`config.mk`:
```
export PLATFORM = sky130hd
export DESIGN_NAME = ktimer_ctrl
export DESIGN_NICKNAME = d
export VERILOG_FILES = /design/src/rtl/kt_pkg.sv /design/src/rtl/kt_debounce.sv /design/src/rtl/ktimer_ctrl.sv
export SDC_FILE = /design/constraint.sdc
export NUM_CORES = 1
export LEC_CHECK = 0
export BUFFER_PORTS_ARGS = -buffer_cell sky130_fd_sc_hd__buf_2
export CORE_MARGIN = 2
export CORE_UTILIZATION = 59
export DETAILED_ROUTE_END_ITERATION = 12
export GPL_TIMING_DRIVEN = 0
export PLACE_DENSITY = 0.76
export SETUP_SLACK_MARGIN = 0.1
export SYNTH_ARGS = -nofsm -noshare
export SYNTH_HDL_FRONTEND = slang
export SYNTH_SLANG_ARGS = --single-unit
```
`constraint.sdc`:
```
create_clock -name clk -period 5.4 [get_ports clk]
set_clock_uncertainty 0.2 [all_clocks]
set_input_delay 0.27 -clock clk [delete_from_list [all_inputs] [get_ports clk]]
set_output_delay 0.27 -clock clk [all_outputs]
set_load 0.02 [all_outputs]
```
`src/rtl/kt_pkg.sv`:
```
// Shared types, default parameters and width helper for the kitchen timer control stage.
package kt_pkg;

  typedef enum logic [1:0] {
    IDLE  = 2'd0,
    RUN   = 2'd1,
    PAUSE = 2'd2,
    ALARM = 2'd3
  } kt_state_e;

  // One accepted press event per button, all in the same cycle
  typedef struct packed {
    logic start;
    logic min;
    logic sec;
    logic clr;
  } kt_press_t;

  localparam int unsigned CLK_HZ_DEF          = 50_000_000;
  localparam int unsigned DEBOUNCE_CYCLES_DEF = 500_000;
  localparam int unsigned ALARM_SECS_DEF      = 10;

  // Counter width able to hold 0..n-1, never narrower than one bit
  function automatic int unsigned cnt_w(input int unsigned n);
    return (n > 1) ? $clog2(n) : 1;
  endfunction

endpackage

```
`src/rtl/kt_debounce.sv`:
```
// Button conditioner: 2-flop synchronizer, stability counter, single-cycle press pulse
// on an accepted high-to-low transition of an active-low button.
module kt_debounce
  import kt_pkg::*;
#(
  parameter int unsigned DEBOUNCE_CYCLES = DEBOUNCE_CYCLES_DEF
) (
  input  logic clk,
  input  logic reset,
  input  logic btn_n_i,
  output logic press_o
);

  localparam int unsigned DB_W   = cnt_w(DEBOUNCE_CYCLES);
  localparam int unsigned DB_MAX = (DEBOUNCE_CYCLES > 0) ? DEBOUNCE_CYCLES - 1 : 0;

  logic [1:0]      sync_q;
  logic            level_q, level_d;
  logic [DB_W-1:0] cnt_q, cnt_d;
  logic            press_q, press_d;

  always_ff @(posedge clk or posedge reset) begin
    if (reset) begin
      sync_q  <= 2'b11;
      level_q <= 1'b1;
      cnt_q   <= '0;
      press_q <= 1'b0;
    end else begin
      sync_q  <= {sync_q[0], btn_n_i};
      level_q <= level_d;
      cnt_q   <= cnt_d;
      press_q <= press_d;
    end
  end

  // Any cycle where the synchronized level agrees with the accepted level restarts the count
  always_comb begin
    level_d = level_q;
    cnt_d   = '0;
    press_d = 1'b0;
    if (sync_q[1] != level_q) begin
      if (cnt_q == DB_W'(DB_MAX)) begin
        level_d = sync_q[1];
        press_d = ~sync_q[1];
      end else begin
        cnt_d = cnt_q + DB_W'(1);
      end
    end
  end

  assign press_o = press_q;

endmodule

```
`src/rtl/ktimer_ctrl.sv`:
```
// Kitchen timer control: button debounce, IDLE/RUN/PAUSE/ALARM FSM, one-second prescaler,
// alarm timeout. KTIMER_CHIRP_EN selects a 4 Hz chirping buzzer instead of a steady one.
module ktimer_ctrl
  import kt_pkg::*;
#(
  parameter int unsigned CLK_HZ          = CLK_HZ_DEF,
  parameter int unsigned DEBOUNCE_CYCLES = DEBOUNCE_CYCLES_DEF,
  parameter int unsigned ALARM_SECS      = ALARM_SECS_DEF
) (
  input  logic clk,
  input  logic reset,
  input  logic btn_start_n,
  input  logic btn_min_n,
  input  logic btn_sec_n,
  input  logic btn_clr_n,
  input  logic zero,
  output logic sec_bin,
  output logic min_bin,
  output logic clr,
  output logic running,
  output logic buzzer
);

  localparam int unsigned PRE_W    = cnt_w(CLK_HZ);
  localparam int unsigned PRE_MAX  = (CLK_HZ > 0) ? CLK_HZ - 1 : 0;
  localparam int unsigned ASEC_W   = cnt_w(ALARM_SECS);
  localparam int unsigned ASEC_MAX = (ALARM_SECS > 0) ? ALARM_SECS - 1 : 0;

  kt_press_t        press;
  logic             any_press;
  kt_state_e        state_q, state_d;
  logic [PRE_W-1:0] pre_q, pre_d;
  logic             pre_tc;
  logic [ASEC_W-1:0] asec_q, asec_d;
  logic             sec_bin_q, sec_bin_d;
  logic             min_bin_q, min_bin_d;
  logic             clr_q, clr_d;
  logic             running_q, running_d;
  logic             buzzer_q, buzzer_d;

  kt_debounce #(.DEBOUNCE_CYCLES(DEBOUNCE_CYCLES)) u_db_start (
    .clk(clk), .reset(reset), .btn_n_i(btn_start_n), .press_o(press.start)
  );
  kt_debounce #(.DEBOUNCE_CYCLES(DEBOUNCE_CYCLES)) u_db_min (
    .clk(clk), .reset(reset), .btn_n_i(btn_min_n), .press_o(press.min)
  );
  kt_debounce #(.DEBOUNCE_CYCLES(DEBOUNCE_CYCLES)) u_db_sec (
    .clk(clk), .reset(reset), .btn_n_i(btn_sec_n), .press_o(press.sec)
  );
  kt_debounce #(.DEBOUNCE_CYCLES(DEBOUNCE_CYCLES)) u_db_clr (
    .clk(clk), .reset(reset), .btn_n_i(btn_clr_n), .press_o(press.clr)
  );

  assign any_press = press.start | press.min | press.sec | press.clr;
  assign pre_tc    = (pre_q == PRE_W'(PRE_MAX));

  always_ff @(posedge clk or posedge reset) begin
    if (reset) begin
      state_q   <= IDLE;
      pre_q     <= '0;
      asec_q    <= '0;
      sec_bin_q <= 1'b0;
      min_bin_q <= 1'b0;
      clr_q     <= 1'b0;
      running_q <= 1'b0;
      buzzer_q  <= 1'b0;
    end else begin
      state_q   <= state_d;
      pre_q     <= pre_d;
      asec_q    <= asec_d;
      sec_bin_q <= sec_bin_d;
      min_bin_q <= min_bin_d;
      clr_q     <= clr_d;
      running_q <= running_d;
      buzzer_q  <= buzzer_d;
    end
  end

  // Next state, prescaler and pulse requests; pulses land one cycle after the event
  always_comb begin
    state_d   = state_q;
    pre_d     = pre_q;
    asec_d    = asec_q;
    sec_bin_d = 1'b0;
    min_bin_d = 1'b0;
    clr_d     = 1'b0;
    case (state_q)
      IDLE: begin
        if (press.start && !zero) begin
          state_d = RUN;
          pre_d   = '0;
        end else if (press.clr) begin
          clr_d = 1'b1;
        end else begin
          sec_bin_d = press.sec;
          min_bin_d = press.min;
        end
      end
      RUN: begin
        if (zero) begin
          state_d = ALARM;
          pre_d   = '0;
          asec_d  = '0;
        end else begin
          pre_d     = pre_tc ? '0 : pre_q + PRE_W'(1);
          sec_bin_d = pre_tc;
          if (press.start) state_d = PAUSE;
        end
      end
      PAUSE: begin
        if (press.start) begin
          state_d = RUN;
        end else if (press.clr) begin
          clr_d   = 1'b1;
          state_d = IDLE;
        end
      end
      ALARM: begin
        pre_d = pre_tc ? '0 : pre_q + PRE_W'(1);
        if (any_press) begin
          state_d = IDLE;
        end else if (pre_tc) begin
          if (asec_q == ASEC_W'(ASEC_MAX)) state_d = IDLE;
          else                             asec_d  = asec_q + ASEC_W'(1);
        end
      end
      default: state_d = IDLE;
    endcase
  end

  always_comb begin
    running_d = (state_d == RUN);
  end

`ifdef KTIMER_CHIRP_EN
  localparam int unsigned CHIRP_DIV = (CLK_HZ / 8 > 1) ? CLK_HZ / 8 : 1;
  localparam int unsigned CH_W      = cnt_w(CHIRP_DIV);

  logic [CH_W-1:0] chirp_q, chirp_d;

  always_ff @(posedge clk or posedge reset) begin
    if (reset) chirp_q <= '0;
    else       chirp_q <= chirp_d;
  end

  // Buzzer starts high on ALARM entry and toggles every CHIRP_DIV cycles
  always_comb begin
    chirp_d  = '0;
    buzzer_d = 1'b0;
    if (state_d == ALARM) begin
      if (state_q != ALARM) begin
        buzzer_d = 1'b1;
      end else if (chirp_q == CH_W'(CHIRP_DIV - 1)) begin
        buzzer_d = ~buzzer_q;
      end else begin
        buzzer_d = buzzer_q;
        chirp_d  = chirp_q + CH_W'(1);
      end
    end
  end
`else
  always_comb begin
    buzzer_d = (state_d == ALARM);
  end
`endif

  assign sec_bin = sec_bin_q;
  assign min_bin = min_bin_q;
  assign clr     = clr_q;
  assign running = running_q;
  assign buzzer  = buzzer_q;

endmodule

```
Word level (Yosys, flattened, before mapping)
Index checks and enable logic that the tools add are counted.
Widths: inputs -> output; s select.
- word-level logic and storage cells: 113
- flip-flop bits (word level): 129
- output and inout bits: 5
- $add $sub $neg: 6
- reductions and logical operators: 11
- bitwise operators: 7
- mux-type cells: 45
- equal/unequal tests: 20
- operators by type and width (operator ; number):
    $mux 19 ; 8
    $mux 26 ; 3
    $pmux 26 s3 ; 1
    $add 19x1->19 const B ; 4
    $eq 19x19->1 const B ; 4
    $add 26x1->26 const B ; 1
    $eq 26x26->1 const B ; 1
    $mux 1 ; 17
    $mux 2 ; 8
    $mux 4 ; 4
    $ne 2x2->1 const B ; 5
    $reduce_and 2->1 ; 5
    $pmux 2 s4 ; 1
    $pmux 4 s2 ; 1
    $eq 2x2->1 const B ; 3
    $reduce_and 5->1 ; 1
    $add 4x1->4 const B ; 1
    $eq 2x1->1 const B ; 2
    $eq 4x4->1 const B ; 1
    $ne 1x1->1 ; 4
    $not 1->1 ; 4
    $pmux 1 s2 ; 2
    $or 1x1->1 ; 3
    $reduce_bool 3->1 ; 1
    4 further kinds ; 4

Longest topological paths before layout
- depth after elaboration: 6
- depth in mapped cells: 9
- depth with buffers taken out: 6

Hierarchy
A second synthesis with hierarchy kept.
- cells, all modules: 660
- area, all modules: 6794.0 µm²
- by module, submodules not included (module ; seq. area each (µm²) ; area each (µm²) ; cells each ; instances):
    kt_debounce ; 579.3 ; 1157.4 ; 108 ; 4
    ktimer_ctrl ; 925.9 ; 2164.6 ; 228 ; 1

Worst setup path after synthesis
No wires, ideal clock.
- path type: reg2reg
- start: register u_db_start.press_q (netlist: u_db_start.press_o)
- end: register asec_q[3]
- path buffers: 0
- setup time: 121 ps
- path slack: 3326 ps
- data arrival time: 1753 ps
- stages on the path, launching flop included: 6
- cells stage by stage: dfrtp_1 nor4_1 nand4_1 nor3_1 mux2_2 a22o_1
- word-level cells in the longest chain between the ends: 5
- ends and longest elaborated chain (what ; RTL line ; source):
    start, declared ; kt_debounce.sv:20 ; logic press_q, press_d;
    start signal, assigned ; kt_debounce.sv:32 ; press_q <= press_d;
    $or 1x1->1 (3 in series) ; ktimer_ctrl.sv:54 ; assign any_press = press.start | press.min | press.sec | press.clr;
    $ne 2x2->1 (no source line) ; -- ;
    $reduce_and 5->1 (no source line) ; -- ;
    end signal, assigned ; ktimer_ctrl.sv:70 ; asec_q <= asec_d;
    end, declared ; ktimer_ctrl.sv:34 ; logic [ASEC_W-1:0] asec_q, asec_d;
Every way passes these cells.
A chain may end at the register's enable or synchronous reset.

Final worst setup path
Ends and elaborated chain as after synthesis.

==> impl_metrics.py <==
metrics = {
    "outcome": {
        "status": "completed",
    },
    "cells_and_area": {
        "finalNonFillerCells": 809,
        "design_area_um2": 7130,
        "insertedDiodeCount": 0,
        "num-fill-cells": 786,
        "seqCellArea_um2": 3240,
        "multiInputGateArea_um2": 2810,
        "areaGrowthSynthToFinish_pct": 14.5,
        "nets": 674,
        "drive_gt1_share_pct": 13.5,
    },
    "critical_path": {
        "rr_worst_depth": 5,
        "cp_slowest_stage_delay_ps": 680,
        "cp_top_family": "simple AND/OR/NAND/NOR gates",
        "startpoint": "u_db_start.press_o",
        "reg2reg_from": "u_db_start.press_o",
        "worstPathArrival_ps": 2650,
        "path_class": "reg -> reg",
        "endpoint": "asec_q[3]",
        "worstPathRequired_ps": 5610,
        "reg2reg_slack_ps": 2960,
        "r2r_end": "asec_q[3]",
        "cp-end-kind": "flip-flop",
        "cp_num_cells": 5,
        "slowest_stage": "nor4_1",
        "path_buf_inv": 0,
        "worstPathMaxFanout": 7,
        "start_kind": "flip-flop",
        "worstPathCellList": "nor4_1, nand4_1, nor3_1, mux2_2, a22o_1",
    },
    "grt": {
        "grt_pass1_vias": 4691,
        "grt_use_total_pct": 23.5,
        "overflow": 0,
        "grt_pass1_wl_um": 21100,
        "antenna_found_initial": 0,
        "grt_max_degree": 69,
    },
    "flow_run": {
        "maxCapViolCount": 0,
    },
    "synth": {
        "ys_warn_count": 0,
        "synth_area_um2": 6230,
        "synth_area_leaders": "dfrtp_1 47%, nor2_1 6.6%, xnor2_1 6.2%",
        "ys_types": 51,
        "async_reset_ff_share_pct": 100,
        "synth_edf_count": 0,
        "yosysMostFrequentCell": "dfrtp_1",
        "synth_cells": 623,
        "syn_avg_cell_area_um2": 9.99,
        "ys_seq_area_share_pct": 52.1,
        "ys.flop_type": "dfrtp_1",
        "synth.cells.most_frequent": "117 x dfrtp_1, 110 x nor2_1, 45 x nand3_1",
        "synth_fp_nets": 637,
        "ys_seq_elements": 129,
        "synth_top_area_share_pct": 47.0,
        "synth_top_area_cell": "dfrtp_1",
    },
    "place": {
        "placed_cells": 771,
        "gp_congestion": 0.804,
        "pre_cts_ws_ps": 3020,
        "dpl-instance-area_um2": 6480,
        "dp_hpwl_um": 7750,
        "port_buffers": 11,
    },
    "route": {
        "viasPerCell": 5.70,
        "routedWlPerCell_um": 14.7,
        "drt_first_pass_iters": 4,
        "drt-total-wl_um": 11900,
        "vias": 4610,
        "drt_first_iter_violations": 254,
        "drt_drc_violations_left": 0,
        "detail-route-antenna-nets": 0,
    },
    "power": {
        "clockPowerShare_pct": 51.9,
        "p_switching_mw": 0.451,
        "pwr-share-comb_pct": 2.6,
        "pwr-share-seq_pct": 45.5,
        "p_leak_nw": 3.13,
        "p_int_mw": 1.72,
        "power.density_nw_per_um2": 305,
        "p_sw_share_pct": 20.7,
        "peakVddDrop_mv": 0.276,
    },
    "clock_tree": {
        "clockBufferDepth": 2,
        "post_cts_buffers": 0,
        "clkLatencyLatePin_ps": 530,
        "cts_buffers": 17,
        "htreeDepth": 4,
        "clock-sinks": 129,
        "cts_tree": "built",
        "ctsHoldBuffers": 6,
        "clkTransAtPathRegs_ps": 60,
        "cts_root_buf": "clkbuf_8",
        "cts_resized": 0,
    },
    "sta": {
        "worst_pin_slew_ps": 760,
        "setup_slack_ps": 2960,
        "fmax_mhz": 410,
        "drv_slew": 0,
        "hold_viol_final": 0,
        "maxSlewHeadroom_pct": 49.2,
        "post-route-period-util_pct": 45.2,
        "period_needed_ps": 2440,
        "setup_violations": 0,
        "setup_tns_ps": 0,
        "rsz0062_at_grt": "no",
    },
    "min_path": {
        "hp-class": "in -> async",
    },
    "floorplanning": {
        "dieArea_um2": 11400,
        "die_w_um": 107,
        "core-area_um2": 10300,
        "pin_count": 12,
        "initial_core_util_pct": 60.6,
        "std_cell_rows": 37,
        "die_h_um": 107,
    },
}
-- kinds of logic (layout without fill, tap and decap cells) --
group / Yosys count / after routing / synth area share [%]
XOR/XNOR: 80 / 80 / 11.3
flip-flops: 129 / 129 / 52.1
adder cells (fa/ha/maj): 7 / 7 / 1.41
multiplexers: 11 / 11 / 1.91
buffers and inverters: 36 / 86 / 2.73
AO/OA/AOI/OAI: 48 / 48 / 4.84
AND/OR/NAND/NOR: 312 / 312 / 25.8
-- tightest hold or removal path: cells and delay by family --
family                 cells  cell delay, ps
buffers and inverters      3            1060
-- registers in the layout (all words and copies together) (netlist names), 2 cells and up --
register and flops:
pre_q 26, u_db_clr.cnt_q 19, u_db_min.cnt_q 19, u_db_sec.cnt_q 19, u_db_start.cnt_q 19, asec_q 4, state_q 2, u_db_clr.sync_q 2
u_db_min.sync_q 2, u_db_sec.sync_q 2, u_db_start.sync_q 2
-- how the worst min path moves through the flow --
stage / start / end / slack [ps] / cells after the start
6_report: reset / clr / 160 / 3
3_3_place_gp: u_db_min.sync_q[0] / u_db_min.sync_q[1] / 150 / 0
2_1_floorplan: btn_clr_n / u_db_clr.sync_q[0] / 70 / 0
5_1_grt: u_db_min.sync_q[0] / u_db_min.sync_q[1] / 160 / 0
4_1_cts: reset / clr / 150 / 3
3_5_place_dp: u_db_min.sync_q[0] / u_db_min.sync_q[1] / 150 / 0
-- metal layers --
| metal | vias up | track usage [%] | wire (µm) |
|---|---|---|---|
| met1 | 2270 | 30.0 | 5430 |
| li1 | 2222 | - | - |
| met5 | - | 0 | 0 |
| met3 | 21 | 6.50 | 441 |
| met2 | 97 | 38.4 | 5800 |
| met4 | 0 | 9.18 | 207 |
-- metrics by stage --
| stage | power (mW) | util (%) | hold WS, ps |
|---|---|---|---|
| floorplan | 1.04 | - | 74.5 |
| global placement | 1.05 | 62.8 | 146 |
| detailed placement | 1.06 | 63.1 | 147 |
| CTS | 2.20 | 69.4 | 152 |
| global route | 2.25 | 69.4 | 157 |
| finish | 2.17 | 69.4 | 155 |
-- power groups by stage --
stage | Clock, mW | Combinational, mW | Sequential [mW]
floorplan | 0 | 0.0374 | 1.00
global placement | 0 | 0.0492 | 1.01
detailed placement | 0 | 0.0538 | 1.01
CTS | 1.15 | 0.0572 | 0.990
global route | 1.19 | 0.0654 | 0.991
finish | 1.13 | 0.0558 | 0.990
-- area by class of cell --
type | instances | area share (%)
flip-flops and latches | 129 | 45.5
multi-input cells | 458 | 39.4
clock buffers | 22 | 6.35
well taps | 136 | 2.39
repair buffers | 18 | 2.00
clock inverters | 10 | 1.89
plain buffers | 20 | 1.54
inverters | 16 | 0.912
-- placed cells by master, fill, tap and decap left out, types with 16 or more instances in the layout --
cell | Yosys | layout
xor2_1 | 36 | 36
nor2_1 | 110 | 110
nand3_1 | 45 | 45
clkbuf_16 | 0 | 16
buf_2 | 12 | 23
nand2_1 | 44 | 44
nor3_1 | 17 | 17
dfrtp_1 | 117 | 117
a21oi_1 | 16 | 16
xnor2_1 | 44 | 44
No activity file was read; power rests on OpenSTA's default activity.
